--- src/rtl/alu_scheduler_if.sv ---
// Requester-facing request/response bus of the shared PE ALU scheduler.
// Operands and selects are packed per requester: op i in [5i+4:5i], A/B i in [32i+31:32i].
interface alu_scheduler_if #(
   parameter int unsigned NUM_REQ = 4
);
   localparam int unsigned OP_W = 5;
   localparam int unsigned D_W  = 32;

   logic [NUM_REQ-1:0]      req_valid;
   logic [NUM_REQ-1:0]      req_ready;
   logic [OP_W*NUM_REQ-1:0] req_op;
   logic [D_W*NUM_REQ-1:0]  req_a;
   logic [D_W*NUM_REQ-1:0]  req_b;
   logic [NUM_REQ-1:0]      resp_valid;
   logic [NUM_REQ-1:0]      resp_ready;
   logic [D_W-1:0]          resp_data;
   logic                    resp_zero;
   logic                    resp_cout;
   logic                    resp_err;

   modport master (
      output req_valid, req_op, req_a, req_b, resp_ready,
      input  req_ready, resp_valid, resp_data, resp_zero, resp_cout, resp_err
   );

   modport slave (
      input  req_valid, req_op, req_a, req_b, resp_ready,
      output req_ready, resp_valid, resp_data, resp_zero, resp_cout, resp_err
   );
endinterface

--- src/rtl/alu_scheduler.sv ---
// Round-robin scheduler sharing one registered PE ALU among NUM_REQ requesters,
// with one operation outstanding at a time and wrapping op/error counters.
module alu_scheduler #(
   parameter int unsigned NUM_REQ = 4,
   parameter int unsigned CNT_W   = 16
) (
   input  logic              clk,
   input  logic              reset,
   alu_scheduler_if.slave    bus,
   output logic [31:0]       alu_a,
   output logic [31:0]       alu_b,
   output logic [4:0]        alu_sel,
   input  logic [31:0]       alu_out,
   input  logic              alu_complete,
   input  logic              alu_cout,
   output logic              busy,
   output logic [CNT_W-1:0]  op_count,
   output logic [CNT_W-1:0]  err_count
);
   localparam int unsigned IDX_W   = $clog2(NUM_REQ);
   localparam logic [4:0]  SEL_NOP = 5'b11111;

   typedef enum logic [1:0] {IDLE, ISSUE, EXEC, RESP} state_t;

   state_t             state_q, state_d;
   logic [IDX_W-1:0]   last_grant, grant_idx, cand_idx;
   logic               grant_found, accept;
   logic [NUM_REQ-1:0] ready_c;

   logic [4:0]  op_arr [NUM_REQ];
   logic [31:0] a_arr  [NUM_REQ];
   logic [31:0] b_arr  [NUM_REQ];

   for (genvar i = 0; i < NUM_REQ; i++) begin : g_unpack
      assign op_arr[i] = bus.req_op[5*i +: 5];
      assign a_arr[i]  = bus.req_a[32*i +: 32];
      assign b_arr[i]  = bus.req_b[32*i +: 32];
   end

   // Search starts one past the last grant; the last grantee is visited last.
   always_comb begin
      grant_found = 1'b0;
      grant_idx   = last_grant;
      cand_idx    = '0;
      for (int unsigned k = 1; k <= NUM_REQ; k++) begin
         cand_idx = IDX_W'((32'(last_grant) + k) % NUM_REQ);
         if (!grant_found && bus.req_valid[cand_idx]) begin
            grant_found = 1'b1;
            grant_idx   = cand_idx;
         end
      end
   end

   always_comb begin
      state_d = state_q;
      ready_c = '0;
      accept  = 1'b0;
      case (state_q)
         IDLE: begin
            if (grant_found) begin
               ready_c = NUM_REQ'(1) << grant_idx;
               accept  = 1'b1;
               state_d = ISSUE;
            end
         end
         ISSUE:   state_d = EXEC;
         EXEC:    state_d = RESP;
         RESP:    if (bus.resp_ready[last_grant]) state_d = IDLE;
         default: state_d = IDLE;
      endcase
   end

   assign bus.req_ready = ready_c;

   always_ff @(posedge clk) begin
      if (!reset) state_q <= IDLE;
      else        state_q <= state_d;
   end

   // Issue path: operands latched only on the accepting edge.
   always_ff @(posedge clk) begin
      if (!reset) begin
         last_grant <= IDX_W'(NUM_REQ - 1);
         alu_a      <= '0;
         alu_b      <= '0;
         alu_sel    <= SEL_NOP;
         busy       <= 1'b0;
      end else begin
         busy <= (state_d != IDLE);
         if (accept) begin
            last_grant <= grant_idx;
            alu_a      <= a_arr[grant_idx];
            alu_b      <= b_arr[grant_idx];
            alu_sel    <= op_arr[grant_idx];
         end else if (state_q == EXEC) begin
            alu_sel <= SEL_NOP;
         end
      end
   end

   // Result capture relies on the ALU's single-cycle registered latency.
   always_ff @(posedge clk) begin
      if (!reset) begin
         bus.resp_valid <= '0;
         bus.resp_data  <= '0;
         bus.resp_zero  <= 1'b0;
         bus.resp_cout  <= 1'b0;
         bus.resp_err   <= 1'b0;
         op_count       <= '0;
         err_count      <= '0;
      end else begin
         if (state_q == EXEC) begin
            bus.resp_valid <= NUM_REQ'(1) << last_grant;
            bus.resp_data  <= alu_out;
            bus.resp_zero  <= (alu_out == 32'd0);
            bus.resp_cout  <= alu_cout;
            bus.resp_err   <= ~alu_complete;
            op_count       <= op_count + CNT_W'(1);
            if (!alu_complete) err_count <= err_count + CNT_W'(1);
         end else if (state_q == RESP && state_d == IDLE) begin
            bus.resp_valid <= '0;
         end
      end
   end
endmodule

--- src/flat_wrapper.sv ---
// flat-port wrapper written by rule: the top's interface ports become plain ports
module alu_scheduler_flat 
#(
   parameter int unsigned NUM_REQ = 4,
   parameter int unsigned CNT_W   = 16
)
  (clk, reset, alu_a, alu_b, alu_sel, alu_out, alu_complete, alu_cout, busy, op_count, err_count, bus_req_valid, bus_req_op, bus_req_a, bus_req_b, bus_resp_ready, bus_req_ready, bus_resp_valid, bus_resp_data, bus_resp_zero, bus_resp_cout, bus_resp_err);
  alu_scheduler_if #(.NUM_REQ(NUM_REQ)) bus_i ();
  input  logic clk;
  input  logic reset;
  output logic [31:0] alu_a;
  output logic [31:0] alu_b;
  output logic [4:0] alu_sel;
  input  logic [31:0] alu_out;
  input  logic alu_complete;
  input  logic alu_cout;
  output logic busy;
  output logic [CNT_W-1:0] op_count;
  output logic [CNT_W-1:0] err_count;
  input wire logic [$bits(bus_i.req_valid)-1:0] bus_req_valid;
  input wire logic [$bits(bus_i.req_op)-1:0] bus_req_op;
  input wire logic [$bits(bus_i.req_a)-1:0] bus_req_a;
  input wire logic [$bits(bus_i.req_b)-1:0] bus_req_b;
  input wire logic [$bits(bus_i.resp_ready)-1:0] bus_resp_ready;
  output wire logic [$bits(bus_i.req_ready)-1:0] bus_req_ready;
  output wire logic [$bits(bus_i.resp_valid)-1:0] bus_resp_valid;
  output wire logic [$bits(bus_i.resp_data)-1:0] bus_resp_data;
  output wire logic [$bits(bus_i.resp_zero)-1:0] bus_resp_zero;
  output wire logic [$bits(bus_i.resp_cout)-1:0] bus_resp_cout;
  output wire logic [$bits(bus_i.resp_err)-1:0] bus_resp_err;
  assign bus_i.req_valid = bus_req_valid;
  assign bus_i.req_op = bus_req_op;
  assign bus_i.req_a = bus_req_a;
  assign bus_i.req_b = bus_req_b;
  assign bus_i.resp_ready = bus_resp_ready;
  assign bus_req_ready = bus_i.req_ready;
  assign bus_resp_valid = bus_i.resp_valid;
  assign bus_resp_data = bus_i.resp_data;
  assign bus_resp_zero = bus_i.resp_zero;
  assign bus_resp_cout = bus_i.resp_cout;
  assign bus_resp_err = bus_i.resp_err;
  alu_scheduler #(.NUM_REQ(NUM_REQ), .CNT_W(CNT_W)) u_core (.clk(clk), .reset(reset), .bus(bus_i), .alu_a(alu_a), .alu_b(alu_b), .alu_sel(alu_sel), .alu_out(alu_out), .alu_complete(alu_complete), .alu_cout(alu_cout), .busy(busy), .op_count(op_count), .err_count(err_count));
endmodule
--- config.mk ---
export PLATFORM = sky130hd
export DESIGN_NAME = alu_scheduler_flat
export DESIGN_NICKNAME = d
export VERILOG_FILES = /design/src/rtl/alu_scheduler_if.sv /design/src/rtl/alu_scheduler.sv /design/src/flat_wrapper.sv
export SDC_FILE = /design/constraint.sdc
export NUM_CORES = 1
export LEC_CHECK = 0
export CAP_MARGIN = 25
export CELL_PAD_IN_SITES_DETAIL_PLACEMENT = 0
export CELL_PAD_IN_SITES_GLOBAL_PLACEMENT = 2
export CORE_ASPECT_RATIO = 0.9
export CORE_MARGIN = 2
export CORE_UTILIZATION = 19
export CTS_CLUSTER_SIZE = 8
export DETAILED_ROUTE_END_ITERATION = 8
export GPL_TIMING_DRIVEN = 0
export PLACE_DENSITY = 0.75
export SYNTH_ARGS = -nofsm -noshare
export SYNTH_HDL_FRONTEND = slang
export SYNTH_SLANG_ARGS = --single-unit
--- constraint.sdc ---
create_clock -name clk -period 2.9 [get_ports clk]
set_clock_uncertainty 0.05 [all_clocks]
set_input_delay 0.435 -clock clk [delete_from_list [all_inputs] [get_ports clk]]
set_output_delay 0.435 -clock clk [all_outputs]
set_load 0.01 [all_outputs]
# Word level (Yosys, flattened, before mapping)
# Cells that the tools add are included.
# Widths: inputs -> output; s select.
[word_totals]
inputBits = 320
mem_bits_ro = 0
regBits = 145
mem_bits_rw = 0
latch_bits = 0
elab_cells = 84
mem_count = 0
output_inout_bits = 145
[op_classes]
add_sub_neg = 6
n_bitwise = 2
n_mul = 0
div = 0
mux = 38
n_reduce_logical = 14
magnitude_cmp = 6
n_shift = 2
eq_ne = 3
[ops]
columns = ["operator", "n"]
rows = [
  ["$bmux 32 s2", 2],
  ["$mux 32", 4],
  ["$add 16x1->16 const B", 2],
  ["$logic_not 32->1", 1],
  ["$mux 5", 4],
  ["$mux 4", 4],
  ["$lt 2x3->1 const B", 5],
  ["$mux 2", 6],
  ["$mux 1", 11],
  ["$bmux 1 s2", 5],
  ["$bmux 5 s2", 1],
  ["$pmux 2 s4", 1],
  ["$shl 1x2->4 const A", 2],
  ["$reduce_bool 2->1", 3],
  ["$add 2x1->2 const B", 2],
  ["$add 2x2->2 const B", 2],
  ["$eq 2x2->1 const B", 2],
  ["$logic_and 1x1->1", 4],
  ["$logic_not 2->1", 2],
  ["$ge 3x3->1 const B", 1],
  ["$logic_not 1->1", 3],
  ["$not 2->3", 1],
  ["$eq 2x1->1 const B", 1],
  ["$reduce_and 2->1", 1],
  ["$not 1->1", 1],
]

# Depth between registers and ports, before layout
# Gate-level depths: netlist of run 1.
[logic_depth]
depth_word = 19
mapped_depth = 11
ltp_nobuf = 8

# Worst setup path after synthesis of run 1
# No wires, ideal clock.
[synth_path]
kind = "register to output"
from = "register u_core.last_grant[1]"
to = "output port bus_req_ready[0]"
n_path_buf = 3
path_stages_with_launch = 11
setup_slack_ns = -0.438
t_required_ns = 2.415
arrival_ns = 2.853
cell_sequence = "dfxtp_1 clkbuf_1 inv_1 ha_1 nor2b_1 a211oi_1 a2bb2o_4 a211o_1 buf_6 buf_6 a211oi_1"
[synth_via]
elab_chain_cells = 16
word_cells_on_any_way = 29
classes_between = "add/sub (4); shift (1); mux (18); reduce/logical (6)"
[synth_rtl]
columns = ["item", "line", "rtl"]
rows = [
  ["from (decl)", "alu_scheduler.sv:26", "logic [IDX_W-1:0] last_grant, grant_idx, cand_idx;"],
  ["from (signal assigned)", "alu_scheduler.sv:83", "last_grant <= IDX_W'(NUM_REQ - 1);"],
  ["from (signal assigned)", "alu_scheduler.sv:91", "last_grant <= grant_idx;"],
  ["$add 2x1->2", "alu_scheduler.sv:46", "cand_idx = IDX_W'((32'(last_grant) + k) % NUM_REQ);"],
  ["$bmux 1 s2", "alu_scheduler.sv:47", "if (!grant_found && bus.req_valid[cand_idx]) begin"],
  ["$mux 1 (not written as such)", "alu_scheduler.sv:47", ""],
  ["$mux 1", "alu_scheduler.sv:47", ""],
  ["$logic_not 1->1", "alu_scheduler.sv:47", ""],
  ["$logic_and 1x1->1", "alu_scheduler.sv:47", ""],
  ["$mux 1", "alu_scheduler.sv:47", ""],
  ["$logic_not 1->1", "alu_scheduler.sv:47", ""],
  ["$logic_and 1x1->1", "alu_scheduler.sv:47", ""],
  ["$mux 1", "alu_scheduler.sv:47", ""],
  ["$logic_not 1->1", "alu_scheduler.sv:47", ""],
  ["$logic_and 1x1->1", "alu_scheduler.sv:47", ""],
  ["$mux 2", "alu_scheduler.sv:47", ""],
  ["$shl 1x2->4", "alu_scheduler.sv:61", "ready_c = NUM_REQ'(1) << grant_idx;"],
  ["$mux 4 (*)", "alu_scheduler.sv:60", "if (grant_found) begin"],
  ["$mux 4 (*)", "alu_scheduler.sv:58", "case (state_q)"],
  ["to (decl)", "flat_wrapper.sv:25", "output wire logic [$bits(bus_i.req_ready)-1:0] bus_req_ready;"],
]
# Mark *: on every way between the ends. The rest lies on a longest branch, timed or not. The select of a mux whose other input is x is not followed.

# Worst setup path after layout of run 1
[layout_path]
from = "register u_core.last_grant[0]"
to = "output port bus_req_ready[1]"
# The elaborated chain is that of the path after synthesis.

==> results of run 1 <==
==> stage by stage <==
stage | power (mW) | hold slack [ns] | worst slack (ns)
6_report | 14.7 | 0.413 | -0.429
5_1_grt | 15.6 | 0.428 | -0.572
4_1_cts | 13.7 | 0.418 | -0.517
3_5_place_dp | 9.17 | 0.409 | -1.59
3_3_place_gp | 9.14 | 0.401 | -2.14
2_1_floorplan | 6.18 | 0.438 | -0.0184
==> registers in the layout (all words and copies together), names as in the netlist <==
register,cells
u_core.alu_a,32
u_core.alu_b,32
u_core.bus.resp_data,32
u_core.err_count,16
u_core.op_count,16
u_core.alu_sel,5
u_core.bus.resp_valid,4
u_core.last_grant,2
u_core.state_q,2
u_core.bus.resp_cout,1
u_core.bus.resp_err,1
u_core.bus.resp_zero,1
u_core.busy,1
==> power by group <==
group,switching (mW),internal (mW)
Sequential,0.271,2.45
Combinational,4.69,4.88
Clock,1.03,1.39
Total,5.99,8.72
==> cell families (layout without fill, tap and decap cells) <==
family	count (synthesis)	count (layout)	synth area share
buffers and inverters	110	647	0.0632
other	0	1	0
xor gates and xnor gates	27	27	0.0280
DFF	145	145	0.343
AOI/OAI and AO/OA	284	284	0.296
adders and majority gates	6	6	0.00888
muxes	5	5	0.0105
and+or+nand+nor	388	388	0.250
==> per-layer routing <==
metal,up-vias,track usage,share of wire
li1,4710,-,-
met1,4771,0.239,0.41
met2,360,0.347,0.49
met3,36,0.0621,0.076
met4,2,0.0444,0.018
met5,-,0,0.00028
==> synth_stat cells, types with 7 or more instances <==
library cell / instances
nor2b_1: 148
dfxtp_1: 145
nand2_1: 87
nand3_1: 74
a2111oi_0: 69
o31ai_1: 64
clkbuf_1: 61
a21boi_0: 39
a221oi_1: 37
a221oi_2: 32
and2_1: 27
xnor2_1: 22
buf_2: 17
o21ai_0: 13
buf_6: 11
nor4_1: 10
buf_1: 9
nand4_1: 9
a21oi_1: 7
nor2_1: 7
==> how the worst max path moves through the flow <==
stage	depth (start not counted)	slack, ns	start	end
floorplan	10	-0.02	u_core.last_grant[0]$_SDFFE_PN1P_	bus_req_ready[0]
global placement	10	-2.14	bus_req_valid[1]	u_core.alu_b[17]$_SDFFE_PN0P_
detailed placement	10	-1.59	bus_req_valid[1]	bus_req_ready[2]
CTS	11	-0.52	u_core.last_grant[0]$_SDFFE_PN1P_	bus_req_ready[0]
global route	13	-0.57	u_core.last_grant[0]$_SDFFE_PN1P_	bus_req_ready[1]
finish	13	-0.43	u_core.last_grant[0]$_SDFFE_PN1P_	bus_req_ready[1]
==> critical path: stages, from the launching register on <==
cell,delay [ns]
dfxtp_4,0.36
buf_12,0.10
clkinvlp_4,0.09
ha_4,0.31
mux2_4,0.33
buf_6,0.12
a21oi_4,0.14
a2bb2oi_4,0.24
buf_12,0.15
buf_12,0.11
buf_12,0.10
nand2_4,0.05
a21oi_2,0.12
buf_2,0.14
==> repair_timing <==
item                       CTS  global route
cloned                       7             2
pin swaps                  122            42
hold endpoints to repair     0             0
buffers inserted            26            14
resized for setup          214           148
setup endpoints to repair   76            75
==> area by class of cell <==
class | instances | area, µm² | area share
flip-flops and latches | 145 | 2910 | 0.177
diodes | 1 | 2.50 | 0.000152
inverters | 4 | 18.8 | 0.00114
plain buffers | 103 | 828 | 0.0503
well taps | 600 | 751 | 0.0456
clock inverters | 14 | 176 | 0.0107
clock buffers | 18 | 439 | 0.0267
multi-input cells | 710 | 6140 | 0.373
repair buffers | 508 | 5200 | 0.316
==> results by group, run 1 <==
Outcome
  • Status: finished, violations left
  • Violated checks: negative setup slack

Critical path
  • Critical path required time: ~2.4 ns
  • CP arrival: 2.84 ns
  • Worst reg-to-reg path cell count: 14
  • R2R Path End: u_core.alu_sel[3]$_SDFFE_PN1P_
  • Critical Path End Type: primary output
  • R2R Setup Slk: -0.31 ns
  • Crit Path Class: reg2out
  • Startpoint Class: register
  • RR Startpoint: u_core.last_grant[0]$_SDFFE_PN1P_
  • Worst Path Max Fanout: 5

Synth
  • Synth unique cells: 49
  • Main synth FF type: dfxtp_1
  • Synthesized area: ~8500 µm²
  • Async S/R FF share, synth: 0
  • Largest cells by area after synthesis: dfxtp_1 (34%), nor2b_1 (11%), a2111oi_0 (7.1%)
  • Syn Nets: between 1,000 and 1,500
  • Cell taking the most area after synthesis: dfxtp_1
  • Number of synthesized flops with an enable pin: 0
  • Synth top area share: 0.343
  • Ys Warns: 0
  • Syn_area_per_cell: between 8 and 9 µm²
  • Post-synthesis sequential area ratio: 0.343
  • Syn Inst Count: ~970
  • #FFs+latches synth: 145

Job
  • Max_cap viols: 0

Clock tree
  • CTS tree: yes
  • Clk buf depth: 2
  • Worst-Skew Late Latency: about 0.46 ns
  • CTS clock-pin slew for the worst setup and hold paths: ~0.07 ns
  • Clock Sinks: ~150
  • CTS root buf: clkbuf_16
  • Htree depth: 4
  • # hold bufs at CTS: 0
  • Cts bufs inserted: 17

Route
  • DR DRC count: 0
  • Detailed Route Iter0 Violations: 383
  • Vias post-DR: 9,879
  • DRT antenna net count: 0
  • Total wire length: 46,800 µm
  • Vias per cell: between 4 and 5
  • Drt first pass iters: 5
  • WL per Instance: about 22 µm

Timing
  • Max transition margin: 0.270
  • Setup violators final: 67
  • RSZ-0062 raised after global routing: true
  • Number of hold violations in the final report: 0
  • Maximum clock frequency: 300 MHz
  • Minimum clock period: 3.33 ns
  • Worst slew pin tran: between 1 and 1.5 ns
  • Setup ws final: -0.429 ns
  • Setup TNS: -11.68 ns
  • Fin. max-slew vios: 0
  • Final period utilization: 1.15

Placement
  • RD Place Congestion: around 0.85
  • DP Area: around 14,000 µm²
  • DP Cell Count: a little over 2,000
  • IO buf count: roughly 460
  • Post-DP HPWL: 35,100 µm

GRT
  • Pin count of the biggest net entering global routing: 17
  • First-pass GRT wire length: a little under 70,000 µm
  • GRT Overall Usage: 0.199
  • Number of global-route vias before repair: 10,298
  • Global route overflow: 0
  • Initial antenna violation count: 3

Floorplanning
  • Die extent in x: 226 µm
  • Total core area: about 44,000 µm²
  • # rows: 73
  • Area of the die: between 40,000 and 50,000 µm²
  • Initial Util: 0.192
  • Boundary Pins: about 470
  • Die H: slightly above 200 µm

Layout
  • Filler instances: 4,538
  • Nets: approximately 1,800
  • Layout cell share with drive strength beyond 1: 0.192
  • Final instance area: between 15,000 and 20,000 µm²
  • Non-Filler Instances: ~2,100
  • Commonest non-fill, non-tap cell in the layout: clkdlybuf4s50_1
  • Layout Area Growth over Synthesis: 94.7%
  • Fin util: 0.374
  • Most frequent cells in the layout: clkdlybuf4s50_1 (458), nor2b_1 (148), dfxtp_1 (143)

Pwr
  • Static Leak: 5.59 nW
  • Peak VDD IR: between 0.3 and 0.4 mV
  • PwrDens: between 800 and 900 nW/µm²

Min path
  • Hold endpoint: u_core.bus.resp_data[21]$_SDFFE_PN0P_
  • Hold Crit Start: u_core.bus.resp_data[21]$_SDFFE_PN0P_
  • Hold Path Class: reg2reg
  • Hold path depth: 2
Note: power is estimated with default switching activity, not from simulation.
==> inputs of run 2 (changes only) <==
- SLEW_MARGIN: not set -> 20
==> run 2 against run 1 <==
The run still ends with negative setup slack left; sequential power about the same; total power down 0.33%; highest routed layer unchanged; via count is essentially flat; combinational power rose by 2%; die area stayed put; sequential share of layout area is 0.10 points lower; register-to-register slack worse by 0.03 ns; utilization rose by 0.22 points; critical endpoint is now bus_req_ready[0]; flip-flop and latch count is the same; routed wire length hardly changed.
==> results by group, run 2 (same netlist as run 1, synthesis figures left out) <==
Outcome
  • Status: finished, violations left
  • Violated checks: negative setup slack

Timing
  • Minimum clock period: 3.38 ns (+0.0551 ns)
  • Worst slew pin tran: 1.07 ns (-0.0247 ns)
  • Fin. max-slew vios: 0 (unchanged)
  • RSZ-0062 raised after global routing: true
  • Number of hold violations in the final report: 0 (unchanged)
  • Setup ws final: -0.484 ns (-0.0551 ns)
  • Maximum clock frequency: 295 MHz (-1.6%)
  • Worst Hold Slack: 0.413 ns (-0.000415 ns)
  • Setup violators final: 73 (+9.0%)
  • Max transition margin: 0.287 (+0.0164)
  • Final period utilization: 1.17 (+0.0190)

Clock tree
  • CTS tree: yes
  • CTS root buf: clkbuf_16
  • Clock Sinks: 145 (unchanged)
  • Htree depth: 4 (unchanged)
  • Cts bufs inserted: 17 (unchanged)
  • Clk buf depth: 2 (unchanged)
  • CTS clock-pin slew for the worst setup and hold paths: 0.07 ns (about the same)
  • Worst-Skew Late Latency: 0.47 ns (about the same)

Route
  • Vias per cell: 4.66 (-0.74%)
  • Total wire length: 46,900 µm (about the same)
  • Vias post-DR: 9,871 (-0.081%)
  • WL per Instance: 22.1 µm (-0.60%)
  • Drt first pass iters: 4 (-1)
  • DRT antenna net count: 0 (unchanged)
  • DR DRC count: 0 (unchanged)
  • Detailed Route Iter0 Violations: 384 (+0.26%)

Pwr
  • PwrDens: 885 nW/µm² (-0.92%)
  • Static Leak: 5.54 nW (-0.98%)
  • Final Power: 14.7 mW (-0.33%)
  • Peak VDD IR: 0.415 mV (+5.7%)

Placement
  • RD Place Congestion: 0.852 (unchanged)
  • Post-DP HPWL: 35,000 µm (-0.27%)
  • IO buf count: 462 (unchanged)

Critical path
  • Worst Path Max Fanout: 5 (unchanged)
  • Buf+Inv Stages, Crit Path: 4 (-3)
  • Most frequent CP cell: buf_12
  • Critical Path Max Stage Delay: 0.37 ns (about the same)
  • Critical path required time: 2.41 ns (about the same)
  • Critical path, cell by cell: buf_12 -> clkinvlp_4 -> ha_4 -> mux2_4 -> nor2_4 -> a2bb2o_4 -> a211o_4 -> buf_12 -> a211oi_4 -> buf_2
  • Critical Path End Type: primary output
  • Slowest cell on crit path: dfxtp_4
  • Startpoint Class: register
  • CP arrival: 2.90 ns (+0.06 ns)
  • Crit Path Class: reg2out
  • Crit-path leading delay family: compound AO/OA/AOI/OAI gates

Layout
  • Layout cell share with drive strength beyond 1: 0.199 (+0.00680)
  • Nets: 1,829 (+0.77%)
  • Most frequent cells in the layout: clkdlybuf4s50_1 (458), nor2b_1 (148), dfxtp_1 (143)
  • Commonest non-fill, non-tap cell in the layout: clkdlybuf4s50_1
  • Regs by FF count: u_core.alu_a (32), u_core.alu_b (32), u_core.bus.resp_data (32)
  • Layout Area Growth over Synthesis: 95.9%

Floorplanning
  • # rows: 73 (unchanged)
  • Die H: 204 µm (unchanged)
  • Total core area: 44,000 µm² (unchanged)
  • Area of the die: 46,200 µm² (unchanged)
  • Die extent in x: 226 µm (unchanged)
  • Boundary Pins: 465 (unchanged)
  • Initial Util: 0.192 (unchanged)

GRT
  • Initial antenna violation count: 3 (unchanged)
  • First-pass GRT wire length: 65,900 µm (-2.7%)
  • GRT Overall Usage: 0.194 (-0.00510)
  • Global route overflow: 0 (unchanged)
  • Pin count of the biggest net entering global routing: 17 (unchanged)
  • Number of global-route vias before repair: 10,084 (-2.1%)

Min path
  • Hold Path Class: reg2reg

Job
  • Max_cap viols: 0 (unchanged)
## run 2: changes by cell type in the layout (fill, tap and decap cells not counted), moves of 5 or more
cell | previous run | this run
clkbuf_16 | 21 | 26
clkbuf_4 | 9 | 4
a2111oi_1 | 15 | 0
a2111oi_4 | 3 | 23
a221oi_1 | 0 | 21
a221oi_4 | 33 | 2
a221oi_2 | 36 | 46
buf_6 | 12 | 18
a2111oi_0 | 6 | 0
buf_12 | 20 | 28
## run 2: timing repair
| item | CTS | global route |
|---|---|---|
| buffers inserted | 20 | 30 |
| hold buffers | 0 | 0 |
| gates cloned | 0 | 8 |
| setup endpoints to repair | 76 | 75 |
| pin swaps | 8 | 79 |
| resized for setup | 182 | 209 |
## run 2: power by group
group          switching [mW]  total [mW]  leakage, nW  internal, mW
Combinational            4.68        9.73         4.08          5.06
Clock                    1.00        2.19        0.266          1.19
Sequential              0.279        2.73         1.19          2.45
Total                    5.96        14.7         5.54          8.70
## run 2: per-layer routing
| layer | wire (µm) | global-route usage |
|---|---|---|
| met4 | 976 | 0.0500 |
| met3 | 3460 | 0.0601 |
| met1 | 19700 | 0.234 |
| met2 | 22700 | 0.333 |
| met5 | 12 | 0 |
## run 2: final cells by class
type	count	area [µm²]
inverters	4	18.8
fillers	4537	27500
plain buffers	103	951
clock buffers	22	484
multi-input cells	710	6040
diodes	1	2.50
repair buffers	522	5330
flip-flops and latches	145	2910
clock inverters	10	75.1
well taps	600	751
## run 2: worst reg2reg max path: cells and delay by family (launching register included)
kind | cells | cell delay, ns
AO/OA/AOI/OAI | 3 | 0.58
adder cells (fa/ha/maj) | 1 | 0.32
buffers and inverters | 10 | 1.29
flip-flops | 1 | 0.37
multiplexers | 1 | 0.38
AND/OR/NAND/NOR | 1 | 0.12
## run 2: final timing paths
check / end / depth (start not counted) / slack, ns / from
worst max-delay path: bus_req_ready[0] / 10 / -0.48 / u_core.last_grant[0]$_SDFFE_PN1P_
worst min-delay path: u_core.bus.resp_data[14]$_SDFFE_PN0P_ / 2 / 0.41 / u_core.bus.resp_data[14]$_SDFFE_PN0P_
worst max register to register: u_core.alu_a[24]$_SDFFE_PN0P_ / 16 / -0.34 / u_core.last_grant[0]$_SDFFE_PN1P_
worst min register to register: u_core.bus.resp_data[14]$_SDFFE_PN0P_ / 2 / 0.41 / u_core.bus.resp_data[14]$_SDFFE_PN0P_
## run 2: metrics by stage
| stage | cell area [µm²] | std cells | worst slack, ns | setup TNS [ns] | utilization |
|---|---|---|---|---|---|
| floorplan | 8520 | 965 | -0.0184 | -0.0184 | - |
| global placement | 13900 | 2027 | -2.14 | -115.23 | 0.316 |
| detailed placement | 13900 | 2029 | -1.61 | -70.50 | 0.316 |
| CTS | 15200 | 2079 | -0.575 | -11.02 | 0.344 |
| global route | 16600 | 2116 | -0.602 | -27.57 | 0.376 |
| finish | 16600 | 2117 | -0.484 | -16.33 | 0.376 |
